<file path="config.mk">
export PLATFORM = sky130hd
export DESIGN_NAME = mux_tree_pipe_flat
export DESIGN_NICKNAME = d
export VERILOG_FILES = /design/src/rtl/mux_tree_pipe_pkg.sv /design/src/rtl/mux_tree_pipe_if.sv /design/src/rtl/mux_tree_pipe_mux2_stage.sv /design/src/rtl/mux_tree_pipe.sv /design/src/flat_wrapper.sv
export SDC_FILE = /design/constraint.sdc
export NUM_CORES = 1
export LEC_CHECK = 0
export ABC_CLOCK_PERIOD_IN_PS = 2660
export BUFFER_PORTS_ARGS = -buffer_cell sky130_fd_sc_hd__buf_4
export CAP_MARGIN = 0
export CORE_MARGIN = 10
export CORE_UTILIZATION = 50
export DETAILED_ROUTE_END_ITERATION = 10
export MAX_ROUTING_LAYER = met4
export PLACE_DENSITY_LB_ADDON = 0.15
export REMOVE_ABC_BUFFERS = 1
export SLEW_MARGIN = 10
export SYNTH_ARGS = -nofsm -noshare
export SYNTH_HDL_FRONTEND = slang
export SYNTH_SLANG_ARGS = --single-unit
</file>
<file path="constraint.sdc">
create_clock -name clk -period 2.66 [get_ports clk]
set_input_delay 0.399 -clock clk [delete_from_list [all_inputs] [get_ports clk]]
set_output_delay 0.399 -clock clk [all_outputs]
set_load 0.01 [all_outputs]
</file>
<file path="src/rtl/mux_tree_pipe_pkg.sv">
// Shared sizing and slicing helpers for the mux tree family.
package mux_pkg;

  function automatic int unsigned clog2(input int unsigned n);
    int unsigned r;
    r = 0;
    for (int unsigned v = 1; v < n; v = v << 1) r = r + 1;
    return r;
  endfunction

  // LSB position of channel/node ch in a flat vector of width-bit slots.
  function automatic int unsigned chan_lo(input int unsigned ch, input int unsigned width);
    return ch * width;
  endfunction

  // First node index of tree level k when leaves are nodes 0..n_in-1.
  function automatic int unsigned level_base(input int unsigned n_in, input int unsigned k);
    return 2 * n_in - 2 * (n_in >> k);
  endfunction

endpackage

</file>
<file path="src/rtl/mux_tree_pipe_if.sv">
// Channel bus of the pipelined mux tree: parallel sources in, tagged sample out.
interface mux_tree_pipe_if
  import mux_pkg::*;
#(
  parameter int WIDTH = 8,
  parameter int N_IN  = 4
);
  localparam int SW = int'(clog2(N_IN));

  logic [N_IN*WIDTH-1:0] in_data;
  logic                  in_valid;
  logic [SW-1:0]         sel;
  logic                  mode;
  logic [WIDTH-1:0]      out_data;
  logic                  out_valid;
  logic [SW-1:0]         out_sel;

  modport master (
    output in_data, in_valid, sel, mode,
    input  out_data, out_valid, out_sel
  );

  modport slave (
    input  in_data, in_valid, sel, mode,
    output out_data, out_valid, out_sel
  );
endinterface

</file>
<file path="src/rtl/mux_tree_pipe_mux2_stage.sv">
// One 2:1 lane of the tree with its data/valid/tag register (bypassed when PIPE=0).
module mux2_stage #(
  parameter int WIDTH = 8,
  parameter int SW    = 2,
  parameter int PIPE  = 1
) (
  input  logic             clk,
  input  logic             rst,
  input  logic [WIDTH-1:0] d_a,
  input  logic [WIDTH-1:0] d_b,
  input  logic             pick,
  input  logic             valid,
  input  logic [SW-1:0]    tag,
  output logic [WIDTH-1:0] y,
  output logic             y_valid,
  output logic [SW-1:0]    y_tag
);
  logic [WIDTH-1:0] mux;

  always_comb mux = pick ? d_b : d_a;

  generate
    if (PIPE != 0) begin : g_reg
      always_ff @(posedge clk or posedge rst) begin
        if (rst) begin
          y       <= '0;
          y_valid <= 1'b0;
          y_tag   <= '0;
        end else begin
          y_valid <= valid;
          if (valid) begin
            y     <= mux;
            y_tag <= tag;
          end
        end
      end
    end else begin : g_comb
      logic unused_clk_rst;
      always_comb unused_clk_rst = clk | rst;
      always_comb begin
        y       = mux;
        y_valid = valid;
        y_tag   = tag;
      end
    end
  endgenerate
endmodule

</file>
<file path="src/rtl/mux_tree_pipe.sv">
// Pipelined N:1 mux tree with valid/channel-tag sideband and round-robin auto-scan.
module mux_tree_pipe
  import mux_pkg::*;
#(
  parameter int WIDTH = 8,
  parameter int N_IN  = 4,
  parameter int PIPE  = 1
) (
  input logic            clk,
  input logic            rst,
  mux_tree_pipe_if.slave bus
);
  localparam int SW     = int'(clog2(N_IN));
  localparam int LEVELS = SW;
  localparam int NODES  = 2 * N_IN - 1;

  logic [SW-1:0]             scan_cnt;
  logic [SW-1:0]             eff_sel;
  logic [NODES*WIDTH-1:0]    tree_data;
  logic [N_IN-2:0]           node_valid;
  logic [(N_IN-1)*SW-1:0]    node_tag;
  logic [LEVELS:0]           lvl_valid;
  logic [(LEVELS+1)*SW-1:0]  lvl_tag;

  always_comb eff_sel = bus.mode ? scan_cnt : bus.sel;

  always_ff @(posedge clk or posedge rst) begin
    if (rst)                scan_cnt <= '0;
    else if (!bus.mode)     scan_cnt <= '0;
    else if (bus.in_valid)  scan_cnt <= scan_cnt + 1'b1;
  end

  assign tree_data[N_IN*WIDTH-1:0] = bus.in_data;
  assign lvl_valid[0]              = bus.in_valid;
  assign lvl_tag[SW-1:0]           = eff_sel;

  // The last level stays combinational: the top-level output register closes
  // the pipe, giving LEVELS cycles with PIPE=1 and a single cycle with PIPE=0.
  generate
    for (genvar k = 0; k < LEVELS; k++) begin : g_level
      localparam int LANES = N_IN >> (k + 1);
      localparam int SRC   = int'(level_base(N_IN, k));
      localparam int DST   = int'(level_base(N_IN, k + 1));
      logic          valid_any;
      logic [SW-1:0] tag_any;

      for (genvar j = 0; j < LANES; j++) begin : g_lane
        mux2_stage #(
          .WIDTH (WIDTH),
          .SW    (SW),
          .PIPE  ((PIPE != 0 && k < LEVELS - 1) ? 1 : 0)
        ) u_stage (
          .clk     (clk),
          .rst     (rst),
          .d_a     (tree_data[chan_lo(SRC + 2*j, WIDTH) +: WIDTH]),
          .d_b     (tree_data[chan_lo(SRC + 2*j + 1, WIDTH) +: WIDTH]),
          .pick    (lvl_tag[k*SW + k]),
          .valid   (lvl_valid[k]),
          .tag     (lvl_tag[k*SW +: SW]),
          .y       (tree_data[chan_lo(DST + j, WIDTH) +: WIDTH]),
          .y_valid (node_valid[DST + j - N_IN]),
          .y_tag   (node_tag[(DST + j - N_IN)*SW +: SW])
        );
      end

      // Every lane carries an identical sideband copy; merging them keeps all copies live.
      always_comb begin
        valid_any = 1'b0;
        tag_any   = '0;
        for (int unsigned j = 0; j < LANES; j++) begin
          valid_any = valid_any | node_valid[DST + j - N_IN +: 1];
          tag_any   = tag_any | node_tag[(DST + j - N_IN)*SW +: SW];
        end
      end

      assign lvl_valid[k+1]           = valid_any;
      assign lvl_tag[(k+1)*SW +: SW]  = tag_any;
    end
  endgenerate

  always_ff @(posedge clk or posedge rst) begin
    if (rst) begin
      bus.out_data  <= '0;
      bus.out_valid <= 1'b0;
      bus.out_sel   <= '0;
    end else begin
      bus.out_valid <= lvl_valid[LEVELS];
      if (lvl_valid[LEVELS]) begin
        bus.out_data <= tree_data[chan_lo(NODES - 1, WIDTH) +: WIDTH];
        bus.out_sel  <= lvl_tag[LEVELS*SW +: SW];
      end
    end
  end
endmodule

</file>
<file path="src/flat_wrapper.sv">
// flat-port wrapper written by rule: the top's interface ports become plain ports
module mux_tree_pipe_flat import mux_pkg::*;
#(
  parameter int WIDTH = 8,
  parameter int N_IN  = 4,
  parameter int PIPE  = 1
)
  (clk, rst, bus_in_data, bus_in_valid, bus_sel, bus_mode, bus_out_data, bus_out_valid, bus_out_sel);
  mux_tree_pipe_if #(.WIDTH(WIDTH), .N_IN(N_IN)) bus_i ();
  input logic clk;
  input logic rst;
  input wire logic [$bits(bus_i.in_data)-1:0] bus_in_data;
  input wire logic [$bits(bus_i.in_valid)-1:0] bus_in_valid;
  input wire logic [$bits(bus_i.sel)-1:0] bus_sel;
  input wire logic [$bits(bus_i.mode)-1:0] bus_mode;
  output wire logic [$bits(bus_i.out_data)-1:0] bus_out_data;
  output wire logic [$bits(bus_i.out_valid)-1:0] bus_out_valid;
  output wire logic [$bits(bus_i.out_sel)-1:0] bus_out_sel;
  assign bus_i.in_data = bus_in_data;
  assign bus_i.in_valid = bus_in_valid;
  assign bus_i.sel = bus_sel;
  assign bus_i.mode = bus_mode;
  assign bus_out_data = bus_i.out_data;
  assign bus_out_valid = bus_i.out_valid;
  assign bus_out_sel = bus_i.out_sel;
  mux_tree_pipe #(.WIDTH(WIDTH), .N_IN(N_IN), .PIPE(PIPE)) u_core (.clk(clk), .rst(rst), .bus(bus_i));
endmodule
</file>
==> results of run 1 <==
==> layout by cell type (no fill, tap or decap), drive strengths merged <==
cell type / count
a21oi: 26
mux2: 2
nand2: 1
buf: 49
inv: 1
nor2: 26
mux2i: 26
clkinv: 1
clkbuf: 6
and2: 2
xor2: 1
bufinv: 1
dfrtp: 32
xnor2: 1
==> through the flow <==
step,std cells,setup WS (ns)
finish,206,1.07
global route,206,0.984
CTS,206,1.05
detailed placement,198,0.895
global placement,198,0.921
floorplan,118,1.27
==> kinds of logic after synthesis <==
logic type | Yosys count
compound gates | 26
mux | 28
buf+inv | 9
flops | 32
xor+xnor | 2
simple gates | 29
==> power groups by stage <==
stage | clock network (mW) | logic [mW] | registers, mW
after floorplan | 0 | 0.109 | 0.607
after global placement | 0 | 0.227 | 0.603
after detailed placement | 0 | 0.234 | 0.607
after CTS | 0.368 | 0.235 | 0.598
after global routing | 0.389 | 0.257 | 0.608
final | 0.363 | 0.229 | 0.597
==> how the worst min path moves through the flow <==
stage | start | to | cells after the start
after floorplan | bus_in_valid | u_core.g_level[0].g_lane[0].u_stage.y_valid$_DFF_PP0_ | 0
after global placement | rst | u_core.bus.out_data[4]$_DFFE_PP0P_ | 2
after detailed placement | rst | u_core.bus.out_data[4]$_DFFE_PP0P_ | 2
after CTS | rst | u_core.bus.out_data[4]$_DFFE_PP0P_ | 2
after global routing | rst | u_core.g_level[0].g_lane[0].u_stage.y[4]$_DFFE_PP0P_ | 2
final | rst | u_core.g_level[0].g_lane[0].u_stage.y[4]$_DFFE_PP0P_ | 2
==> metal layers <==
layer	vias to the layer above	wire length (um)
li1	530	-
met1	494	1290
met2	30	1520
met3	6	213
met4	0	29
met5	-	0
==> sequential cells by signal, indices dropped and copies added (netlist names) <==
| name | count |
|---|---|
| u_core.bus.out_data | 8 |
| u_core.bus.out_sel | 2 |
| u_core.bus.out_valid | 1 |
| u_core.g_level.g_lane.u_stage.y | 16 |
| u_core.g_level.g_lane.u_stage.y_tag | 2 |
| u_core.g_level.g_lane.u_stage.y_valid | 1 |
| u_core.scan_cnt | 2 |
==> cell type report <==
| cell class | count | area share [%] |
|---|---|---|
| Sequential cell | 32 | 43.4 |
| Multi-Input combinational cell | 85 | 30.3 |
| Timing Repair Buffer | 49 | 19.9 |
| Clock buffer | 6 | 2.24 |
| Tap cell | 31 | 2.10 |
| Clock inverter | 2 | 1.90 |
| Inverter | 1 | 0.203 |
==> worst reg2reg max path, cell delays in order (launching register included) <==
cell     delay (ns)
dfrtp_1        0.43
mux2i_4        0.65
mux2i_1        0.29
a21oi_1        0.08
==> results.md, run 1 <==
- Switch Pwr: 0.312 mW
- Post-Syn Area per Cell: 11.2 sq um
- Minimum clock period: approximately 1.6 ns
- Slowest-stage cell, CP: mux2i_4
- WP data required: 2.87 ns
- Rel. slew slack: 43.6%
- Routed WL: 3060 um
- Crit-path cells: mux2i_4, mux2i_1, a21oi_1
- GPL Wtd Cong: 0.753
- Nets: approximately 210
- Internal Pwr Total: 0.876 mW
- GRT met2 Usage: a little over 20%
- Setup slack, reg-to-reg: 1.07 ns
- FILL cells: 229
- HP Class: primary input to asynchronous set/reset pin
- Gate power share: about a fifth
- Utilization after layout: between 60 and 70%
- Die Wd: about 73 um
- Clk network pwr share: 30.5%
- CTS sink count: 32
- Area after DPL: 1770 sq um
- Largest family of logic cells by synthesized area: multiplexers
- GR Layer Usage met1: between 10 and 15%
- Initial antenna violation count: 0
- R2R depth: 3
- Clk slew on worst S/H paths: 0.10 ns
- Fmax: 630 MHz
- Max IR drop VDD: 0.000505 V
- CTS hold repair buffers: 0
- Total gr overflow: 0
- Core Area: 2730 sq um
- Register area: ~800 sq um
- Yosys cell types: 14
- Setup Viol. Count Final: 0
- IO Count: 49
- Syn Inst Count: 126
- Max FO, Critical Path: 17
- Sequential group share of total power: 50.2%
- Vias post-DR: between 1000 and 1500
- Reg2reg end: u_core.g_level[0].g_lane[0].u_stage.y[2]$_DFFE_PP0P_
- Levels on crit path: 3
- Number of port buffers: 48
- GRT Total Usage: 12.4%
- Final Max Tran Viols: 0
- M3 GR Usage: 6.53%
- Crit path launch type: flop
- Actual slew at the worst max-slew pin: 0.829 ns
- Wire per inst: 14.8 um
- EDFF count, synth: 0
- Vias in the first global route: 1123
- Num CTS Buffers: 5
- Synth async-reset ratio: between 90% and 100%
- TritonRoute pass-1 iters: 4
- Clock tree buffer depth: 2
- Post-CTS sizing: 0
- XOR/XNOR Fraction of Synth Area: approximately 1.2%
- Crit Path Class: flop to flop
- DRC: 0
- Root buf cell: clkbuf_4
- Die ar.: 5350 sq um
- Layout Area Growth over Synthesis: 30.9%
- # diodes: 0
- Switching part of the total: 26.3%
- #FFs+latches synth: 32
- Final antenna-violating net count: 0
- Hpwl dp: between 2000 and 2500 um
- WP data arrival: 1.79 ns
- CP startpoint: u_core.scan_cnt[0]$_DFFE_PP0P_
- Worst path top cell family by delay: multiplexers
- Hold Slack: 0.0864 ns
- Top-count cell post-synth: dfrtp_1
- Multi-input logic area: 559 sq um
- Multiplexer share of the synthesized area: 20.9%
- Pwr Density: about 640 nW/um^2
- Share of cells above drive strength 1: 34.9%
- Final worst-path cycle share: around three fifths
- R2R Path Start: u_core.scan_cnt[0]$_DFFE_PP0P_
- Max cap viols: 0
- Cell Area, Synth: 1410 sq um
- Slowest stage delay, CP: ~0.65 ns
- Bufs and invs on worst path: 0
- Via density: 5.15
- H-tree Lvls: 2
- Setup crit end: u_core.g_level[0].g_lane[0].u_stage.y[2]$_DFFE_PP0P_
- Leak: 0.921 nW
- Sequential-to-total area share from yosys stat: approximately 57%
- RSZ-0062 raised after global routing: false
- Synthesized-area fraction occupied by adder cells: 0%
- Yosys top cell by area: dfrtp_1
- Hold Vio Cnt, Final: 0
- Rows: 19
- Skew final: roughly 0.0094 ns
- First-pass GRT wire length: 5070 um
- Critical path endpoint category: flop
- Die height: 73.1 um
- Synth Flop Type: dfrtp_1
- Synth Area in Compound Gates: 9.22%
- Starting Density: about half
- YS warnings: 0
- Yosys top cell area share: 56.7%
- Busiest grt layer: met2
- Top post-synthesis cells by count: dfrtp_1 (32), a21oi_1 (26), nor2_1 (26)
- Synth Area in Simple Gates: 8.24%
- Fin Setup TNS: 0 ns
- Largest net degree at the start of global routing: 40
- Outcome: completed
- Clock latency on the worst-skew pair: 0.34 ns
- Total power: about 1.2 mW
- Fin area: 1850 sq um
- Post-CTS setup buffers: 0
- Top post-synthesis cells by area: dfrtp_1 (57%), mux2i_1 (18%), a21oi_1 (9.2%), nor2_1 (6.9%), clkbuf_1 (1.6%)
- DRT iter0 DRCs: 32
- CTS tree: built
Power figures use the tool's default switching activity.
==> run 2: changes to the inputs <==
- ABC_CLOCK_PERIOD_IN_PS: 2660 -> 1500
- CORE_UTILIZATION: 50 -> 49
- clock period: 2.66 -> 1.5 ns (I/O delays scaled with it)
==> results.md, run 2 (synthesis results as in run 1) <==
- Outcome: completed
- Clk slew on worst S/H paths: 0.09 ns
- TritonRoute pass-1 iters: 4
- Final antenna-violating net count: 0
- Largest register FFs: 16
- Clock tree buffer depth: 2
- Initial antenna violation count: 0
- Switching part of the total: 27.3%
- Vias in the first global route: about 1200
- GRT Total Usage: 12.8%
- Total power: 2.00 mW
- Most frequent cells in the layout: buf_4 (50), dfrtp_1 (32), nor2_1 (26), a21oi_1 (26), mux2i_1 (25)
- Switch Pwr: between 0.5 and 0.6 mW
- RSZ-0062 raised after global routing: false
- DRT iter0 DRCs: 50
- DRC: 0
- Final worst-path cycle share: 81.1%
- Layout Area Growth over Synthesis: 33.7%
- Clock latency on the worst-skew pair: 0.34 ns
- Max IR drop VDD: 0.000843 V
- Max cap viols: 0
- Post-CTS sizing: 0
- Sequential group share of total power: 52.7%
- Skew final: 0.00833 ns
- Leak: 0.939 nW
- Hold Vio Cnt, Final: 0
- Final Max Tran Viols: 0
- Pwr Density: 1060 nW/um^2
- Starting Density: a little over 50%
- Num CTS Buffers: 5
- Rows: 19
- Nets: 216
- Minimum clock period: 1.22 ns
- IO Count: between 40 and 50
- Actual slew at the worst max-slew pin: 0.540 ns
- Leading cell type in the layout, fill and taps excluded: buf_4
- Fmax: 822 MHz
- Vias post-DR: 1070
- Wire per inst: 15.2 um
- CTS hold repair buffers: 1
- Max FO, Critical Path: 17
- Total gr overflow: 0
- Largest net degree at the start of global routing: 38
- Critical path endpoint category: flop
- Gate power share: roughly 22%
- Die ar.: 5430 sq um
- Core Area: between 2000 and 3000 sq um
- Setup Viol. Count Final: 0
- H-tree Lvls: 2
- Routed WL: 3190 um
- WP data required: 1.72 ns
- Die Wd: 73.7 um
- # diodes: 0
- CTS tree: built
- Fin Setup TNS: 0 ns
- Clk network pwr share: approximately 26%
- Share of cells above drive strength 1: 35.2%
- WP data arrival: 1.44 ns
- Root buf cell: clkbuf_4
- First-pass GRT wire length: ~5300 um
- Crit Path Class: flop to flop
- Crit path launch type: flop
- Internal Pwr Total: 1.45 mW
- Rel. slew slack: 64.0%
- Number of port buffers: 48
- Most flops, register: u_core.g_level.g_lane.u_stage.y
- HP Class: primary input to flop
- Die height: 73.7 um
- GPL Wtd Cong: 0.742
- Post-CTS setup buffers: 0
- Top Registers: u_core.g_level.g_lane.u_stage.y (16), u_core.bus.out_data (8)
- Via density: ~5.1
- CTS sink count: 32
run 2: path summary, 6_finish.rpt:
kind / start / to / slack (ns) / depth (start not counted)
setup / recovery: u_core.scan_cnt[0]$_DFFE_PP0P_ / u_core.g_level[0].g_lane[1].u_stage.y[6]$_DFFE_PP0P_ / 0.28 / 4
hold / removal: bus_mode / u_core.scan_cnt[1]$_DFFE_PP0P_ / 0.17 / 2
setup reg to reg: u_core.scan_cnt[0]$_DFFE_PP0P_ / u_core.g_level[0].g_lane[1].u_stage.y[6]$_DFFE_PP0P_ / 0.28 / 4
hold reg to reg: u_core.g_level[0].g_lane[0].u_stage.y[4]$_DFFE_PP0P_ / u_core.g_level[0].g_lane[0].u_stage.y[4]$_DFFE_PP0P_ / 0.53 / 2
max in group asynchronous: rst / u_core.g_level[0].g_lane[1].u_stage.y[2]$_DFFE_PP0P_ / 0.69 / 4
min in group asynchronous: rst / u_core.bus.out_data[5]$_DFFE_PP0P_ / 0.52 / 4
run 2: layer usage:
layer	GRT usage [%]	vias to the layer above	share of wire, %
met3	4.04	5	6.5
met2	21.0	27	51
li1	-	537	-
met1	13.7	501	42
met4	6.21	0	1.3
met5	-	-	0
run 2: final cells by class:
type / count / area, sq um
tap: 31 / 38.8
timing repair buffer: 53 / 425
clock buffer: 8 / 58.8
multi-input combinational: 85 / 559
sequential: 32 / 801
fill: 223 / 871
inverter: 1 / 3.75
run 2: power by group through the flow:
| stage | Clock [mW] | Sequential [mW] | Combinational (mW) |
|---|---|---|---|
| after CTS | 0.523 | 1.06 | 0.444 |
| after detailed placement | 0 | 1.07 | 0.440 |
| after floorplan | 0 | 1.08 | 0.192 |
| after global placement | 0 | 1.07 | 0.426 |
| after global routing | 0.551 | 1.07 | 0.486 |
| final | 0.512 | 1.05 | 0.434 |
run 2: critical path, cell delays in order (launching register included):
cell	delay (ns)
dfrtp_1	0.44
mux2i_4	0.18
buf_12	0.19
mux2i_1	0.20
a21oi_1	0.09
run 2: per-stage QoR:
| step | util, % | hold slack [ns] | setup slack, ns | area, sq um | std cells |
|---|---|---|---|---|---|
| CTS | 68.4 | 0.159 | 0.275 | 1890 | 210 |
| detailed placement | 65.9 | 0.337 | 0.277 | 1820 | 201 |
| finish | 68.4 | 0.168 | 0.284 | 1890 | 210 |
| global route | 68.4 | 0.175 | 0.185 | 1890 | 210 |
| floorplan | - | 0.256 | 0.146 | 1360 | 118 |
| global placement | 65.9 | 0.337 | 0.314 | 1820 | 201 |
==> run 3: changes to the inputs <==
- ABC_CLOCK_PERIOD_IN_PS: 1500 -> 1190
- clock period: 1.5 -> 1.19 ns (I/O delays scaled with it)
==> results.md, run 3 (synthesis results as in run 1) <==
- Register area: 801 sq um
- Skew final: just over 0.004 ns
- Utilization after layout: 69.4%
- Hpwl dp: 2430 um
- Outcome: completed
- Final antenna-violating net count: 0
- Max cap viols: 0
- Multi-input logic area: 559 sq um
- Most frequent cells in the layout: buf_4 (56), dfrtp_1 (32), nor2_1 (26), a21oi_1 (26), mux2i_1 (25)
- Root buf cell: clkbuf_4
- Number of port buffers: 48
- Leading cell type in the layout, fill and taps excluded: buf_4
- Crit Path Class: flop to flop
- Num CTS Buffers: 5
- Bufs and invs on worst path: 1
- Hold Slack: between 0.05 and 0.06 ns
- Area after DPL: 1840 sq um
- CTS sink count: 32
- Vias in the first global route: 1168
- Max IR drop VDD: roughly 0.00093 V
- GPL Wtd Cong: between 0.7 and 0.8
- Largest net degree at the start of global routing: 33
- Fin area: 1910 sq um
- First-pass GRT wire length: 5250 um
- Reg2reg end: u_core.g_level[0].g_lane[1].u_stage.y[7]$_DFFE_PP0P_
- TritonRoute pass-1 iters: 4
- Routed WL: 3180 um
- IO Count: just under 50
- HP Class: primary input to flop
- Worst path top cell family by delay: flip-flops
- Crit-path cells: mux2i_4, buf_12, mux2i_1, a21oi_1
- Post-CTS setup buffers: 0
- RSZ-0062 raised after global routing: true
- Via density: 5.01
- FILL cells: approximately 220
- Largest register FFs: 16
- Hold Path Origin: bus_in_valid
- Final Max Tran Viols: 0
- H-tree Lvls: 2
- Critical path endpoint category: flop
- Clock latency on the worst-skew pair: about 0.33 ns
- Post-CTS sizing: 0
- Pwr Density: 1330 nW/um^2
- Die ar.: between 5000 and 6000 sq um
- Die Wd: 73.7 um
- Vias post-DR: ~1100
- Post-Place Cells: 206
- WP data required: around 1.4 ns
- Max FO, Critical Path: 17
- R2R Path Start: u_core.scan_cnt[0]$_DFFE_PP0P_
- Fin Setup TNS: 0 ns
- Fmax: 844 MHz
- WP data arrival: 1.40 ns
- Layout Area Growth over Synthesis: 35.6%
- GRT Total Usage: 12.7%
- Initial antenna violation count: 0
- Slowest-stage cell, CP: dfrtp_1
- Die height: 73.7 um
- # diodes: 0
- Starting Density: 51.2%
- Share of cells above drive strength 1: 38.0%
- Crit path launch type: flop
- Finished Layout Cells: 215
- Hold path depth: 1
- Clock tree buffer depth: 2
- Slowest stage delay, CP: 0.42 ns
- Clk slew on worst S/H paths: 0.10 ns
- Worst Hold End: u_core.g_level[0].g_lane[0].u_stage.y_valid$_DFF_PP0_
- CTS tree: built
- Nets: 221
- Final worst-path cycle share: ~100%
- Total gr overflow: 0
- Actual slew at the worst max-slew pin: 0.402 ns
- Hold Vio Cnt, Final: 0
- DRT iter0 DRCs: 37
- DRC: 0
- Top Registers: u_core.g_level.g_lane.u_stage.y (16), u_core.bus.out_data (8)
- Wire per inst: 14.8 um
- Rel. slew slack: 73.2%
- Most flops, register: u_core.g_level.g_lane.u_stage.y
- Leak: 0.964 nW
- Rows: 19
- R2R depth: 4
- Setup Viol. Count Final: 0
- Core Area: 2760 sq um
- Minimum clock period: 1.19 ns
- Setup slack, reg-to-reg: 0.005 ns
[run 3: worst max path at each step]
stage	startpoint	end	slack [ns]	cells after the start
after global placement	u_core.scan_cnt[0]$_DFFE_PP0P_	u_core.g_level[0].g_lane[1].u_stage.y[5]$_DFFE_PP0P_	0.05	4
final	u_core.scan_cnt[0]$_DFFE_PP0P_	u_core.g_level[0].g_lane[1].u_stage.y[7]$_DFFE_PP0P_	0.005	4
after floorplan	u_core.scan_cnt[0]$_DFFE_PP0P_	u_core.g_level[0].g_lane[0].u_stage.y[0]$_DFFE_PP0P_	-0.16	3
after detailed placement	u_core.scan_cnt[0]$_DFFE_PP0P_	u_core.g_level[0].g_lane[1].u_stage.y[1]$_DFFE_PP0P_	0.01	4
after CTS	u_core.scan_cnt[0]$_DFFE_PP0P_	u_core.g_level[0].g_lane[1].u_stage.y[1]$_DFFE_PP0P_	-0.0001	4
after global routing	u_core.scan_cnt[0]$_DFFE_PP0P_	u_core.g_level[0].g_lane[1].u_stage.y[1]$_DFFE_PP0P_	-0.06	4
[run 3: timing repair]
item	4_1_cts	5_1_grt
hold buffers	1	0
setup endpoints to repair	1	16
gates cloned	0	0
hold endpoints to repair	32	0
pin swaps	1	1
[run 3: metrics by stage]
| step | power, mW | setup WS (ns) |
|---|---|---|
| 5_1_grt | 2.69 | -0.0608 |
| 4_1_cts | 2.58 | -0.000136 |
| 3_5_place_dp | 1.92 | 0.0107 |
| 2_1_floorplan | 1.60 | -0.164 |
| 3_3_place_gp | 1.90 | 0.0504 |
| 6_report | 2.54 | 0.00487 |
[run 3: area by class of cell]
cell class                      count  area share [%]
Sequential cell                    32            41.8
Clock inverter                      2           0.523
Multi-Input combinational cell     85            29.2
Tap cell                           31            2.03
Clock buffer                        6            2.68
Inverter                            1           0.196
Timing Repair Buffer               58            23.5
[run 3: where the power goes]
part	leakage [nW]	switching [mW]	internal, mW	total (mW)
Combinational	0.565	0.253	0.329	0.582
Clock	0.0380	0.369	0.281	0.649
Sequential	0.361	0.0809	1.23	1.31
[run 3: per-layer routing]
| metal | up-vias | part of all wire [%] | global-route usage, % |
|---|---|---|---|
| li1 | 547 | - | - |
| met1 | 496 | 43 | 15.0 |
| met4 | 0 | 1.3 | 4.35 |
| met5 | - | 0 | - |
| met3 | 6 | 5.3 | 3.63 |
| met2 | 29 | 50 | 20.3 |
